[config.mk]
export PLATFORM = sky130hd
export DESIGN_NAME = pos_packet_framer
export DESIGN_NICKNAME = d
export VERILOG_FILES = /design/src/rtl/pos_packet_framer.sv
export SDC_FILE = /design/constraint.sdc
export NUM_CORES = 1
export LEC_CHECK = 0
export CAP_MARGIN = 20
export CORE_ASPECT_RATIO = 1.2
export CORE_MARGIN = 3
export CORE_UTILIZATION = 33
export CTS_CLUSTER_SIZE = 40
export DETAILED_ROUTE_END_ITERATION = 12
export PLACE_DENSITY = 0.68
export SYNTH_ARGS = -nofsm -noshare
export SYNTH_HDL_FRONTEND = slang
export SYNTH_SLANG_ARGS = --single-unit
[constraint.sdc]
create_clock -name clk -period 4.1 [get_ports clk]
set_clock_uncertainty 0.1 [all_clocks]
set_input_delay 1.23 -clock clk [delete_from_list [all_inputs] [get_ports clk]]
set_output_delay 1.23 -clock clk [all_outputs]
set_load 0.02 [all_outputs]
[src/rtl/pos_packet_framer.sv]
// pos_packet_framer: frames a snapshot of object position/orientation into a
// byte packet for a downstream UART byte transmitter (valid/ready handshake).
//
// Optional feature macro: PKT_CHECKSUM_EN
//   defined   -> 11-byte packet, last byte is the mod-256 sum of bytes 2..9
//   undefined -> 10-byte packet ending at ay[7:0], no checksum logic
//
// Ports:
//   clk, rst_n                  clock (rising edge), async active-low reset
//   tx_int                      one-cycle send request
//   centre_pos_x, centre_pos_y  object centre (12 bit)
//   angle_x, angle_y            orientation vector (10 bit)
//   chieu_xoay                  rotation direction flag
//   tx_data, tx_valid, tx_ready byte stream to the transmitter
//   busy                        a packet is in progress
//   drop_cnt                    saturating count of requests dropped while busy
module pos_packet_framer #(
  parameter logic [7:0] HEADER0 = 8'hAA,
  parameter logic [7:0] HEADER1 = 8'h55
) (
  input  logic        clk,
  input  logic        rst_n,
  input  logic        tx_int,
  input  logic [11:0] centre_pos_x,
  input  logic [11:0] centre_pos_y,
  input  logic [9:0]  angle_x,
  input  logic [9:0]  angle_y,
  input  logic        chieu_xoay,
  output logic [7:0]  tx_data,
  output logic        tx_valid,
  input  logic        tx_ready,
  output logic        busy,
  output logic [7:0]  drop_cnt
);

`ifdef PKT_CHECKSUM_EN
  localparam int unsigned NUM_BYTES = 11;
`else
  localparam int unsigned NUM_BYTES = 10;
`endif
  localparam int unsigned IDX_W = 4;
  localparam logic [IDX_W-1:0] LAST_IDX = IDX_W'(NUM_BYTES - 1);

  typedef enum logic {
    IDLE = 1'b0,
    SEND = 1'b1
  } state_t;

  state_t state, state_next;

  logic [IDX_W-1:0] idx, idx_next;
  logic [11:0]      snap_x, snap_y;
  logic [9:0]       snap_ax, snap_ay;
  logic             snap_cx;
  logic [7:0]       tx_data_next;
  logic             tx_valid_next;
  logic             busy_next;
  logic             load_c;
  logic             xfer_c;
  logic [IDX_W-1:0] idx_inc_c;
  logic [7:0]       next_byte_c;

  assign xfer_c    = tx_valid & tx_ready;
  assign idx_inc_c = idx + IDX_W'(1);

  // Payload bytes 2..9 formed from the snapshot
  logic [7:0] b2_c, b3_c, b4_c, b5_c, b6_c, b7_c, b8_c, b9_c;
  assign b2_c = {4'b0000, snap_x[11:8]};
  assign b3_c = snap_x[7:0];
  assign b4_c = {4'b0000, snap_y[11:8]};
  assign b5_c = snap_y[7:0];
  assign b6_c = {snap_cx, 5'b00000, snap_ax[9:8]};
  assign b7_c = snap_ax[7:0];
  assign b8_c = {6'b000000, snap_ay[9:8]};
  assign b9_c = snap_ay[7:0];

`ifdef PKT_CHECKSUM_EN
  // Snapshot is frozen for the whole packet, so the sum settles long before byte 10
  logic [7:0] csum_c;
  assign csum_c = 8'(b2_c + b3_c + b4_c + b5_c + b6_c + b7_c + b8_c + b9_c);
`endif

  // Byte to present after the current one transfers
  always_comb begin
    next_byte_c = 8'h00;
    case (idx_inc_c)
      4'd1:    next_byte_c = HEADER1;
      4'd2:    next_byte_c = b2_c;
      4'd3:    next_byte_c = b3_c;
      4'd4:    next_byte_c = b4_c;
      4'd5:    next_byte_c = b5_c;
      4'd6:    next_byte_c = b6_c;
      4'd7:    next_byte_c = b7_c;
      4'd8:    next_byte_c = b8_c;
      4'd9:    next_byte_c = b9_c;
`ifdef PKT_CHECKSUM_EN
      4'd10:   next_byte_c = csum_c;
`endif
      default: next_byte_c = 8'h00;
    endcase
  end

  // State register
  always_ff @(posedge clk or negedge rst_n) begin
    if (!rst_n) state <= IDLE;
    else        state <= state_next;
  end

  // Next-state logic
  always_comb begin
    state_next = state;
    case (state)
      IDLE:    if (tx_int) state_next = SEND;
      SEND:    if (xfer_c && (idx == LAST_IDX)) state_next = IDLE;
      default: state_next = IDLE;
    endcase
  end

  // Output / datapath next values (registered below)
  always_comb begin
    load_c        = 1'b0;
    idx_next      = idx;
    tx_data_next  = tx_data;
    tx_valid_next = tx_valid;
    case (state)
      IDLE: begin
        tx_valid_next = 1'b0;
        tx_data_next  = 8'h00;
        if (tx_int) begin
          load_c        = 1'b1;
          idx_next      = '0;
          tx_valid_next = 1'b1;
          tx_data_next  = HEADER0;
        end
      end
      SEND: begin
        if (xfer_c) begin
          if (idx == LAST_IDX) begin
            idx_next      = '0;
            tx_valid_next = 1'b0;
            tx_data_next  = 8'h00;
          end else begin
            idx_next      = idx_inc_c;
            tx_valid_next = 1'b1;
            tx_data_next  = next_byte_c;
          end
        end
      end
      default: begin
        idx_next      = '0;
        tx_valid_next = 1'b0;
        tx_data_next  = 8'h00;
      end
    endcase
    busy_next = (state_next == SEND);
  end

  // Registered outputs, byte index and snapshot
  always_ff @(posedge clk or negedge rst_n) begin
    if (!rst_n) begin
      idx      <= '0;
      tx_data  <= 8'h00;
      tx_valid <= 1'b0;
      busy     <= 1'b0;
      snap_x   <= '0;
      snap_y   <= '0;
      snap_ax  <= '0;
      snap_ay  <= '0;
      snap_cx  <= 1'b0;
    end else begin
      idx      <= idx_next;
      tx_data  <= tx_data_next;
      tx_valid <= tx_valid_next;
      busy     <= busy_next;
      if (load_c) begin
        snap_x  <= centre_pos_x;
        snap_y  <= centre_pos_y;
        snap_ax <= angle_x;
        snap_ay <= angle_y;
        snap_cx <= chieu_xoay;
      end
    end
  end

  // Requests arriving mid-packet (including the last-byte cycle) are counted, not queued
  always_ff @(posedge clk or negedge rst_n) begin
    if (!rst_n)                                            drop_cnt <= 8'h00;
    else if ((state == SEND) && tx_int && (drop_cnt != 8'hFF)) drop_cnt <= drop_cnt + 8'd1;
  end

endmodule
-- Yosys cells after proc, flatten, opt, wreduce, memory -nomap -nowiden
Cells that the tools add are included.
- bits in registers: 67
- output and inout port bits: 18
- logic and storage cells: 47
- $add $sub $neg: 2
- eq/ne operators: 13
- mux-type cells: 16
- bitwise gates (word level): 2
- reductions and logical operators: 4
- operator list (kind ; count):
    $pmux W8 S9 ; 1
    $mux W8 ; 3
    $eq A4 B3 Y1 const B ; 4
    $pmux W8 S2 ; 1
    $eq A4 B4 Y1 const B ; 3
    $mux W4 ; 3
    $add A8 B1 Y8 const B ; 1
    $eq A4 B2 Y1 const B ; 2
    $ne A8 B8 Y1 const B ; 1
    $pmux W4 S2 ; 1
    $mux W1 ; 5
    $add A4 B1 Y4 const B ; 1
    $eq A4 B1 Y1 const B ; 1
    $pmux W1 S2 ; 2
    $logic_and A1 B1 Y1 ; 3
    $ne A2 B1 Y1 const B ; 1
    $ne A2 B2 Y1 const B ; 1
    $reduce_and A2 Y1 ; 1
    $and A1 B1 Y1 ; 1
    $not A1 Y1 ; 1

-- Logic depth before layout (Yosys ltp)
- depth after elaboration: 6
- mapped depth: 9

-- Worst setup path before layout
No wires, ideal clock.
- kind: in2reg
- from: input tx_int
- to: register snap_ax[0]
- library setup time: 0.125 ns
- data arrival time: 2.241 ns
- data required time: 3.875 ns
- setup slack: 1.634 ns
- stages on the path: 4
- cells stage by stage: nor2b_1 -> clkbuf_1 -> clkbuf_1 -> mux2_2
- word-level cells in the longest chain between the ends: 2
- RTL lines (element ; RTL line ; RTL):
    start, declared ; 23 ; input logic tx_int,
    $mux W1 ; 129 ; if (tx_int) begin
    $mux W1 ; 125 ; case (state)
    end signal, assigned ; 178 ; snap_ax <= angle_x;
    end, declared ; 53 ; logic [9:0] snap_ax, snap_ay;
No other way between the ends.
A chain may end at the register's enable or synchronous reset.

-- Final worst setup path
- from: register idx[0]
- to: register tx_data[1]
- word-level cells in the longest chain between the ends: 6
- RTL lines (element ; RTL line ; RTL):
    start, declared ; 51 ; logic [IDX_W-1:0] idx, idx_next;
    start signal, assigned ; 171 ; idx <= idx_next;
    $add A4 B1 Y4 ; 64 ; assign idx_inc_c = idx + IDX_W'(1);
    $eq A4 B4 Y1 (tied with other cells) ; 86 ; case (idx_inc_c)
    $pmux W8 S9 ; 86 ;
    $mux W8 * ; 138 ; if (idx == LAST_IDX) begin
    $mux W8 * ; 137 ; if (xfer_c) begin
    $pmux W8 S2 * ; 125 ;
    end signal, assigned ; 172 ; tx_data <= tx_data_next;
    end, declared ; 29 ; output logic [7:0] tx_data,
Every way passes the cells marked *; elsewhere a longest branch is shown, timed or not. The select of a mux whose other input is x is not followed.

==> impl_results.md <==
* Rows at 39
* Post-DP HPWL at 5.83 mm
* Initial Utilization at 0.341
* Fin crit share at 0.701
* Worst skew pair latency at 0.33 ns
* Final Net Count at 392
* Unrepaired setup endpoints after global routing: false
* Placed cell area at 0.00405 sq mm
* Final GP Congestion at 0.875
* CP max-delay cell: ha_1
* Via-per-instance ratio at 5.26
* Max Clock Freq at 0.348 GHz
* Core region area at 0.00956 sq mm
* DR WL/cell at 17.0 um
* EDFF count, synth at 0
* N_diodes at 0
* Design Area, Final at 0.00437 sq mm
* WL final at 7.87 mm
* CP Data Required Time at 4.21 ns
* DR DRC count at 0
* Tot GR Track Use at 0.151
* Chip height at 115 um
* DRT Pass-1 Iters at 4
* Buffers and inverters on the worst path at 0
* Post-CTS Setup Repair Bufs at 0
* Fin. Hold Viols at 0
* Synth Flop Type: dfrtp_1
* Highest fanout seen on the critical path at 20
* Clock buffer count from CTS at 9
* Total chip power at 3.26 mW
* Static leakage power at 1.78 nW
* Minimum clock period at 2.87 ns
* Clock sinks at 67
* Synth Net Count at 326
* Final-report setup violation count at 0
* YS warnings at 0
* Vias in the first global route at 2643
* Crit-path max cell delay at 0.66 ns
* Share of cells above drive strength 1 at 0.214
* CTS tree: done
* P&R area growth vs syn at 34.0%
* Worst EP arrival at 2.98 ns
* Pwr Density at 746 mW/mm^2
* Actual slew at the worst max-slew pin at 0.818 ns
* Crit Reg-Reg Startpoint: idx[0]
* Relative slew slack at 0.455
* Hold-fix buffers, CTS at 0
* H-tree depth at 3
* Gr ovfl total at 0
* #FFs+latches synth at 67
* Synth area leader: dfrtp_1
* Antenna-violating nets left at 0
* Root Driver: clkbuf_16
* FF+latch area at 0.00168 sq mm
* Max-slew violation count at 0
* Kind of critical path: flip-flop to flip-flop
* Maxcap violations at 0
* HP Class: flip-flop to flip-flop
* I/O Buffers at 66
* Syn Inst Count at 270
* Starting DRT DRC Count at 154
* Synthesized area at 0.00326 sq mm
* Worst Setup Start Kind: flip-flop
* IO Count at 67
* Sequential fraction of the synthesis area at 0.514
* Mean Syn Cell Area at 12.1 sq um
* Library cells used by synthesis at 53
* Hold_sp: drop_cnt[5]
* Worst IR drop on VDD at 286 uV
* Final cell count without fillers at 464
* Status: finished clean
* CP endpoint kind: flip-flop
* Synth top area share at 0.514
* Post-CTS sizing at 0
* TNS Setup at 0 ns
* Largest net degree at the start of global routing at 53
* Cell breakdown of the critical path: ha_1, nand4b_2, nand2_2, a22o_1, a2111o_1, a221o_1
* Fillers at 903
* Initial antenna violation count at 0
* Clk slew on worst S/H paths at 0.05 ns
* Die width at 96.8 um
* CP delay by family, top: compound AO/OA/AOI/OAI gates
* Pre-CTS setup slack at 1.11 ns
* Deepest clock path buffer count at 2
* Largest cells by area after synthesis: dfrtp_1, mux2_2, ha_1
* Vias at 2440
* Setup ws final at 1.23 ns
* Die area at 0.0111 sq mm
* Post-synth ARST share at 1.00
* Crit. Startpoint: idx[0]
* Placed Cells at 448
* First-pass GRT wire length at 13.3 mm
* Multi-input gate area at 0.00151 sq mm
[cells in the final DEF, fill, tap and decap left out, types with 2 or more instances in the layout]
cell,n
o21ai_0,7
a21oi_1,5
a22oi_1,7
nand3b_1,3
nor2b_1,3
clkdlybuf4s50_1,65
a221o_1,4
a32oi_1,5
nand4_1,4
nand3_1,10
nand2_1,16
nor2_1,8
a222oi_1,2
a22o_1,6
o211ai_1,3
and2_1,2
ha_1,7
a221oi_1,2
xnor2_1,6
clkbuf_16,9
mux2_2,45
nand2b_1,2
a21bo_4,2
a31oi_1,6
dfrtp_1,67
buf_4,2
xor2_1,3
inv_1,6
clkbuf_1,2
bufinv_16,2
[metal layers]
layer	GRT usage	vias up	part of all wire
met5	0	-	0
met1	0.187	1228	0.44
met3	0.0413	14	0.038
met2	0.252	56	0.50
met4	0.0599	0	0.019
li1	-	1142	-
[cell families (layout without fill, tap and decap cells)]
logic type,Yosys count,after routing,synth area share
xor gates and xnor gates,9,9,0.0242
adders and majority gates,7,7,0.0268
muxes,46,46,0.158
buffers and inverters,20,91,0.0261
AOI/OAI and AO/OA,60,60,0.145
DFF,67,67,0.514
and+or+nand+nor,61,61,0.105
[sequential cells by signal, summed over array words and instances, names as in the netlist]
signal / cells
snap_x: 12
snap_y: 12
snap_ax: 10
snap_ay: 10
drop_cnt: 8
tx_data: 8
idx: 4
busy: 1
snap_cx: 1
tx_valid: 1
[through the flow]
stage,hold slack [ns],utilization
floorplan,0.375,-
global placement,0.377,0.424
detailed placement,0.393,0.424
CTS,0.405,0.457
global route,0.418,0.457
finish,0.395,0.457
[cells in the mapped netlist, types with 5 or more instances]
cell	n
mux2_2	45
dfrtp_1	67
a32oi_1	5
clkbuf_1	10
xnor2_1	6
nand2_1	16
a21oi_1	5
nor2_1	8
nand3_1	10
a22oi_1	7
ha_1	7
a22o_1	6
o21ai_0	7
inv_1	6
a31oi_1	6
[cell type report]
type	instances	share of cell area
clock buffer	12	0.0564
clock inverter	4	0.0169
inverter	6	0.00515
multi-input combinational	183	0.345
sequential	67	0.383
tap	123	0.0352
timing repair buffer	69	0.158
[power breakdown]
part | switching (mW) | total [mW] | internal (mW)
Sequential | 0.270 | 1.24 | 0.972
Clock | 0.270 | 0.819 | 0.549
Combinational | 0.573 | 1.20 | 0.630
Total | 1.11 | 3.26 | 2.15
[worst reg2reg max path: cells and delay by family (launching register included)]
kind                       cells  cell delay (ns)
AOI/OAI and AO/OA              3             0.97
adders and majority gates      1             0.66
DFF                            1             0.58
and+or+nand+nor                2             0.46
[final timing paths]
check | endpoint | depth (start not counted) | slack [ns]
worst max-delay path | tx_data[1] | 6 | 1.23
worst min register to register | drop_cnt[5] | 1 | 0.39
max in group asynchronous | drop_cnt[6] | 2 | 2.26
min in group asynchronous | snap_y[5] | 1 | 0.90
worst max register to register | tx_data[1] | 6 | 1.23
worst min-delay path | drop_cnt[5] | 1 | 0.39
No activity file was read; power rests on OpenSTA's default activity.
